--- src/rtl/seven_seg_scan_decoder.sv ---
// Receive-side monitor for a multiplexed 4-digit active-low seven-segment bus.
// Debounces each scanned digit, decodes it back to a 4-bit code and flags frames.
module seven_seg_scan_decoder #(
  parameter int unsigned STABLE_CYCLES  = 16,
  parameter int unsigned TIMEOUT_CYCLES = 1000000
) (
  input  logic        clk,
  input  logic        rst,
  input  logic [6:0]  segment,        // MSB-first a..g, active-low
  input  logic [3:0]  anodes,
  input  logic        decimal_point,
  output logic [15:0] digits,
  output logic [3:0]  dp_seen,
  output logic        capture_strobe,
  output logic        frame_valid,
  output logic        bad_pattern,
  output logic        scan_lost
);

  localparam int unsigned CntW = $clog2(STABLE_CYCLES + 1);
  localparam int unsigned ToW  = $clog2(TIMEOUT_CYCLES + 1);
  localparam logic [CntW-1:0] CntHold = CntW'(STABLE_CYCLES);
  localparam logic [CntW-1:0] CntLast = CntW'(STABLE_CYCLES - 1);
  localparam logic [ToW-1:0]  ToMax   = ToW'(TIMEOUT_CYCLES);

  typedef enum logic [1:0] {StIdle, StDwell, StHeld} state_e;

  state_e          state_q, state_d;
  logic [CntW-1:0] cnt_q, cnt_d;
  logic [ToW-1:0]  tcnt_q, tcnt_d;
  logic [11:0]     sample_q, prev_q;
  logic [15:0]     digits_q, digits_d;
  logic [3:0]      dp_q, dp_d;
  logic [3:0]      seen_q, seen_d;
  logic            strobe_q, frame_q, frame_d, bad_q;

  logic [3:0] s_an;
  logic [6:0] s_seg;
  logic       s_dp, s_valid, s_same, capture;
  logic [1:0] slot;
  logic [3:0] code;

  assign s_an    = sample_q[11:8];
  assign s_seg   = sample_q[7:1];
  assign s_dp    = sample_q[0];
  assign s_valid = $onehot(~s_an);
  assign s_same  = (sample_q == prev_q);

  // Reset value is an all-off ghost so nothing looks stable out of reset.
  always_ff @(posedge clk or posedge rst) begin
    if (rst) begin
      sample_q <= '1;
      prev_q   <= '1;
    end else begin
      prev_q   <= sample_q;
      sample_q <= {anodes, segment, decimal_point};
    end
  end

  always_comb begin
    state_d = state_q;
    cnt_d   = cnt_q;
    capture = 1'b0;
    unique case (state_q)
      StIdle: begin
        if (s_valid) begin
          state_d = StDwell;
          cnt_d   = CntW'(1);
        end else begin
          cnt_d   = '0;
        end
      end
      StDwell: begin
        if (s_same) begin
          if (cnt_q == CntLast) begin
            state_d = StHeld;
            cnt_d   = CntHold;
            capture = 1'b1;
          end else begin
            cnt_d   = cnt_q + CntW'(1);
          end
        end else if (s_valid) begin
          cnt_d   = CntW'(1);
        end else begin
          state_d = StIdle;
          cnt_d   = '0;
        end
      end
      StHeld: begin
        if (!s_same) begin
          state_d = s_valid ? StDwell : StIdle;
          cnt_d   = s_valid ? CntW'(1) : '0;
        end
      end
      default: begin
        state_d = StIdle;
        cnt_d   = '0;
      end
    endcase
  end

  always_comb begin
    slot = '0;
    for (int i = 0; i < 4; i++) begin
      if (!s_an[i]) slot = 2'(i);
    end
  end

  always_comb begin
    case (s_seg)
      7'b0000001: code = 4'h0;
      7'b1001111: code = 4'h1;
      7'b0010010: code = 4'h2;
      7'b0000110: code = 4'h3;
      7'b1001100: code = 4'h4;
      7'b0100100: code = 4'h5;
      7'b0100000: code = 4'h6;
      7'b0001111: code = 4'h7;
      7'b0000000: code = 4'h8;
      7'b0000100: code = 4'h9;
      7'b1111111: code = 4'hF;
      default:    code = 4'hE;
    endcase
  end

  always_comb begin
    digits_d = digits_q;
    dp_d     = dp_q;
    seen_d   = seen_q;
    frame_d  = 1'b0;
    tcnt_d   = (tcnt_q == ToMax) ? tcnt_q : tcnt_q + ToW'(1);
    if (capture) begin
      digits_d[{slot, 2'b00} +: 4] = code;
      dp_d[slot]   = ~s_dp;
      seen_d[slot] = 1'b1;
      tcnt_d       = '0;
      // The completing capture belongs to the frame it closes.
      if (seen_d == 4'hF) begin
        frame_d = 1'b1;
        seen_d  = '0;
      end
    end
  end

  always_ff @(posedge clk or posedge rst) begin
    if (rst) begin
      state_q  <= StIdle;
      cnt_q    <= '0;
      tcnt_q   <= '0;
      digits_q <= 16'hFFFF;
      dp_q     <= '0;
      seen_q   <= '0;
      strobe_q <= 1'b0;
      frame_q  <= 1'b0;
      bad_q    <= 1'b0;
    end else begin
      state_q  <= state_d;
      cnt_q    <= cnt_d;
      tcnt_q   <= tcnt_d;
      digits_q <= digits_d;
      dp_q     <= dp_d;
      seen_q   <= seen_d;
      strobe_q <= capture;
      frame_q  <= frame_d;
      bad_q    <= capture && (code == 4'hE);
    end
  end

  assign digits         = digits_q;
  assign dp_seen        = dp_q;
  assign capture_strobe = strobe_q;
  assign frame_valid    = frame_q;
  assign bad_pattern    = bad_q;
  assign scan_lost      = (tcnt_q == ToMax);

endmodule

--- config.mk ---
export PLATFORM = sky130hd
export DESIGN_NAME = seven_seg_scan_decoder
export DESIGN_NICKNAME = d
export VERILOG_FILES = /design/src/rtl/seven_seg_scan_decoder.sv
export SDC_FILE = /design/constraint.sdc
export NUM_CORES = 1
export LEC_CHECK = 0
export CELL_PAD_IN_SITES_DETAIL_PLACEMENT = 1
export CELL_PAD_IN_SITES_GLOBAL_PLACEMENT = 2
export CORE_MARGIN = 2
export CORE_UTILIZATION = 30
export CTS_CLUSTER_SIZE = 40
export DETAILED_ROUTE_END_ITERATION = 7
export MAX_ROUTING_LAYER = met4
export PLACE_DENSITY = 0.74
export SETUP_SLACK_MARGIN = 0.15
export SLEW_MARGIN = 20
export SYNTH_ARGS = -nofsm -noshare
export SYNTH_HDL_FRONTEND = slang
export SYNTH_SLANG_ARGS = --single-unit
export TNS_END_PERCENT = 10
--- constraint.sdc ---
create_clock -name clk -period 3.3 [get_ports clk]
set_input_delay 0.99 -clock clk [delete_from_list [all_inputs] [get_ports clk]]
set_output_delay 0.99 -clock clk [all_outputs]
set_load 0.02 [all_outputs]
==> impl_metrics.tcl <==
set metrics [dict create \
    status "complete, no violations" \
    grtUsageMet3_pct 3.86 \
    setup_violations 0 \
    p_int_uw 1650 \
    synth.distinct_cells 46 \
    max_stage_delay_ns 0.48 \
    synthAdderAreaFrac_pct 2.61 \
    cp_slowest_cell "or4b_4" \
    powerDensity_mw_per_mm2 483 \
    slew_headroom_pct 57.5 \
    yosys_warnings 0 \
    hold_violations 0 \
    ctsHtreeMaxLevel 3 \
    drt-total-wl_um 8400 \
    max-cap-violations 0 \
    reg2reg_from "cnt_q[0]$_DFFE_PP0N_" \
    place.gp.congestion 0.770 \
    r2r-end "digits[0]$_DFFE_PP1P_" \
    ir_worst_vdd_mv 0.232 \
    synth_area_mm2 0.00364 \
    p_leak_uw 0.00190 \
    syn_avg_cell_area_um2 11.2 \
    syn_nets 347 \
    cp-start-kind "flip-flop" \
    cp_cell_sequence "inv_1, ha_1, or4b_4, nor4_2, buf_2" \
    holdBufCountCts 0 \
    synth-xor-area-share_pct 8.18 \
    synth_compound_area_share_pct 6.05 \
    grt_overflow 0 \
    avgRoutedWirePerCell_um 16.2 \
    r2r_slack_ns 0.84 \
    drc 0 \
    grt_max_degree 79 \
    finalCritPeriodShare_pct 87.7 \
    grt_pass1_vias 2720 \
    placed_area_mm2 0.00419 \
    insertion_delay_ns 0.34 \
    rsz0062_at_grt "no" \
    dieWidth_um 114 \
    drt_iter0_drc 95 \
    worst_slew_pin_slew_ns 0.630 \
    io_buffers 37 \
    crit_path_end_kind "output pin" \
    yosys.area_share.simple_pct 18.2 \
    root_buffer "clkbuf_16" \
    fin_worst_skew_ns 0.00842 \
    tns_ns 0 \
    clock-sinks 78 \
    postSynthCellCount 326 \
    clk_pin_slew_ns 0.07 \
    io_pins 38 \
    required_ns 2.31 \
    area_growth_pct 23.6 \
    min_period_ns 2.89 \
    fmax_mhz 346 \
    drive_gt1_share_pct 22.9 \
    final_nets 387 \
    n_antenna_cell 0 \
    initial_core_util_pct 30.6 \
    synth-seq-area-share_pct 55.0 \
    cts_buffers 9 \
    hold_depth 0 \
    firstDrtPassIters 4 \
    vias_per_cell 4.92 \
    p_seq_share_pct 47.5 \
    synthMuxAreaShare_pct 6.18 \
    async_flop_share_pct 100 \
    core_mm2 0.0119 \
    postLayoutCellArea_mm2 0.00450 \
    clockPowerShare_pct 47.2 \
    synth_edf_count 0 \
    power_frac_comb_pct 5.4 \
    crit_fanout 4 \
    num-fill-cells 1312 \
    grt_usage_pct 14.6 \
    cts_tree "yes" \
    min-delay-start "sample_q[8]$_DFF_PP1_" \
    synth_top_family_by_area "simple AND/OR/NAND/NOR gates" \
    path_class "reg2out" \
    dp_hpwl_um 5740 \
    worst-path-buf-inv 2 \
    hp-class "reg2reg" \
    worstRegToRegCells 7 \
    switching_share_pct 24.3 \
    slew_violations 0 \
    drt.antenna.violating_nets 0 \
    grt_first_pass_wirelength_um 14400 \
    p_sw_uw 529 \
    vias 2551 \
    synthFlopType "dfstp_2" \
    cts_buffer_depth 2 \
    cp_top_family "simple AND/OR/NAND/NOR gates" \
    busiest_layer "met2" \
    antenna_found_initial 0 \
    arrival_ns 1.90 \
    holdPathEnd "prev_q[8]$_DFF_PP1_" \
    synth_seq_cells 78 \
    rows 40 \
    fin_util_pct 37.8 \
    dieArea_mm2 0.0130 \
    globalRouteMet1Util_pct 18.2 \
    met2_usage_pct 23.4 \
    die_h_um 114 \
]
[flip-flops by register name (all words and copies together), names as in the netlist]
name	flops
tcnt_q	20
digits	16
prev_q	12
sample_q	12
cnt_q	5
dp_seen	4
seen_q	4
state_q	2
bad_pattern	1
capture_strobe	1
frame_valid	1
[worst max-delay path by stage]
stage	from	end	slack (ns)	depth (start not counted)
after floorplan	tcnt_q[0]$_DFFE_PP0P_	scan_lost	0.37	4
after global placement	tcnt_q[0]$_DFFE_PP0P_	scan_lost	0.13	5
after detailed placement	tcnt_q[0]$_DFFE_PP0P_	scan_lost	0.10	5
after CTS	tcnt_q[0]$_DFFE_PP0P_	scan_lost	0.19	5
after global routing	tcnt_q[0]$_DFFE_PP0P_	scan_lost	0.30	5
final	tcnt_q[0]$_DFFE_PP0P_	scan_lost	0.41	5
[worst register-to-register path: stages, from the launching register on]
cell     delay [ns]
dfrtp_1        0.39
ha_1           0.20
and3_1         0.18
ha_1           0.22
nand2_1        0.19
nor4_4         0.52
nand4_2        0.33
mux2_2         0.36
[placed cells by master, fill, tap and decap left out, drive strengths merged, types with 5 or more instances in the layout]
cell and instances:
buf 6, nor3 7, dfrtp 38, nand4 14
clkdlybuf4s50 36, xnor2 22, and3 5, xor2 12
mux2 12, clkbuf 9, inv 25, nand2 12
or3 6, a21oi 14, mux2i 9, nor2 36
ha 6, nand3 15, nor4 6, dfstp 40
o21ai 5
[synthesized netlist by cell type (2+ instances only)]
| master | n | area [um^2] |
|---|---|---|
| a211o_1 | 2 | 17.5 |
| a21boi_0 | 3 | 22.5 |
| a21oi_1 | 14 | 70.1 |
| a31oi_1 | 2 | 12.5 |
| and3_1 | 5 | 31.3 |
| and4_1 | 3 | 26.3 |
| buf_2 | 7 | 35.0 |
| clkbuf_1 | 6 | 22.5 |
| dfrtp_1 | 38 | 951 |
| dfstp_2 | 40 | 1050 |
| ha_1 | 6 | 75.1 |
| inv_1 | 22 | 82.6 |
| mux2_2 | 12 | 135 |
| mux2i_1 | 9 | 90.1 |
| nand2_1 | 12 | 45.0 |
| nand2b_1 | 2 | 12.5 |
| nand3_1 | 14 | 70.1 |
| nand4_1 | 13 | 81.3 |
| nor2_1 | 36 | 135 |
| nor3_1 | 6 | 30.0 |
| nor4_1 | 4 | 25.0 |
| nor4_4 | 2 | 42.5 |
| nor4b_1 | 3 | 26.3 |
| o21ai_0 | 5 | 25.0 |
| o221ai_1 | 2 | 17.5 |
| or3_1 | 6 | 37.5 |
| xnor2_1 | 22 | 193 |
| xor2_1 | 12 | 105 |
[power groups by stage]
stage | Clock (uW) | Combinational (uW) | Sequential (uW)
after CTS | 1060 | 120 | 1030
after detailed placement | 0 | 119 | 1050
after floorplan | 0 | 94.9 | 1020
after global routing | 1100 | 136 | 1040
final | 1030 | 116 | 1030
after global placement | 0 | 117 | 1050
[per-layer routing]
metal  wire length (um)  up-vias  share of wire, %
met5                  0        -                 0
met4                104        0               1.2
met3                324       11               3.9
met2               4210       37                50
met1               3760     1292                45
li1                   -     1211                 -
[timing repair]
item,4_1_cts,5_1_grt
setup buffers,0,0
setup endpoints to repair,1,1
resized for setup,6,1
[kinds of logic after synthesis]
| logic type | after synthesis |
|---|---|
| adders and majority gates | 7 |
| buffers and inverters | 35 |
| DFF | 78 |
| AOI/OAI and AO/OA | 35 |
| xor gates and xnor gates | 34 |
| muxes | 21 |
| and+or+nand+nor | 116 |
[stage by stage]
step                hold slack (ns)  setup slack [ns]  total power (uW)  std cells
floorplan                     0.352             0.374              1120        326
global placement              0.402             0.126              1160        502
detailed placement            0.398             0.102              1170        502
CTS                           0.410             0.185              2210        518
global route                  0.420             0.302              2270        518
finish                        0.405             0.407              2170        518
[area by class of cell]
cell class	instances	area (um^2)	share of cell area (%)
clock buffer	9	225	5.00
clock inverter	7	81.3	1.81
inverter	22	82.6	1.83
multi-input combinational	213	1510	33.6
sequential	78	2000	44.5
tap	147	184	4.09
timing repair buffer	42	415	9.23
No activity file was read; power rests on OpenSTA's default activity.
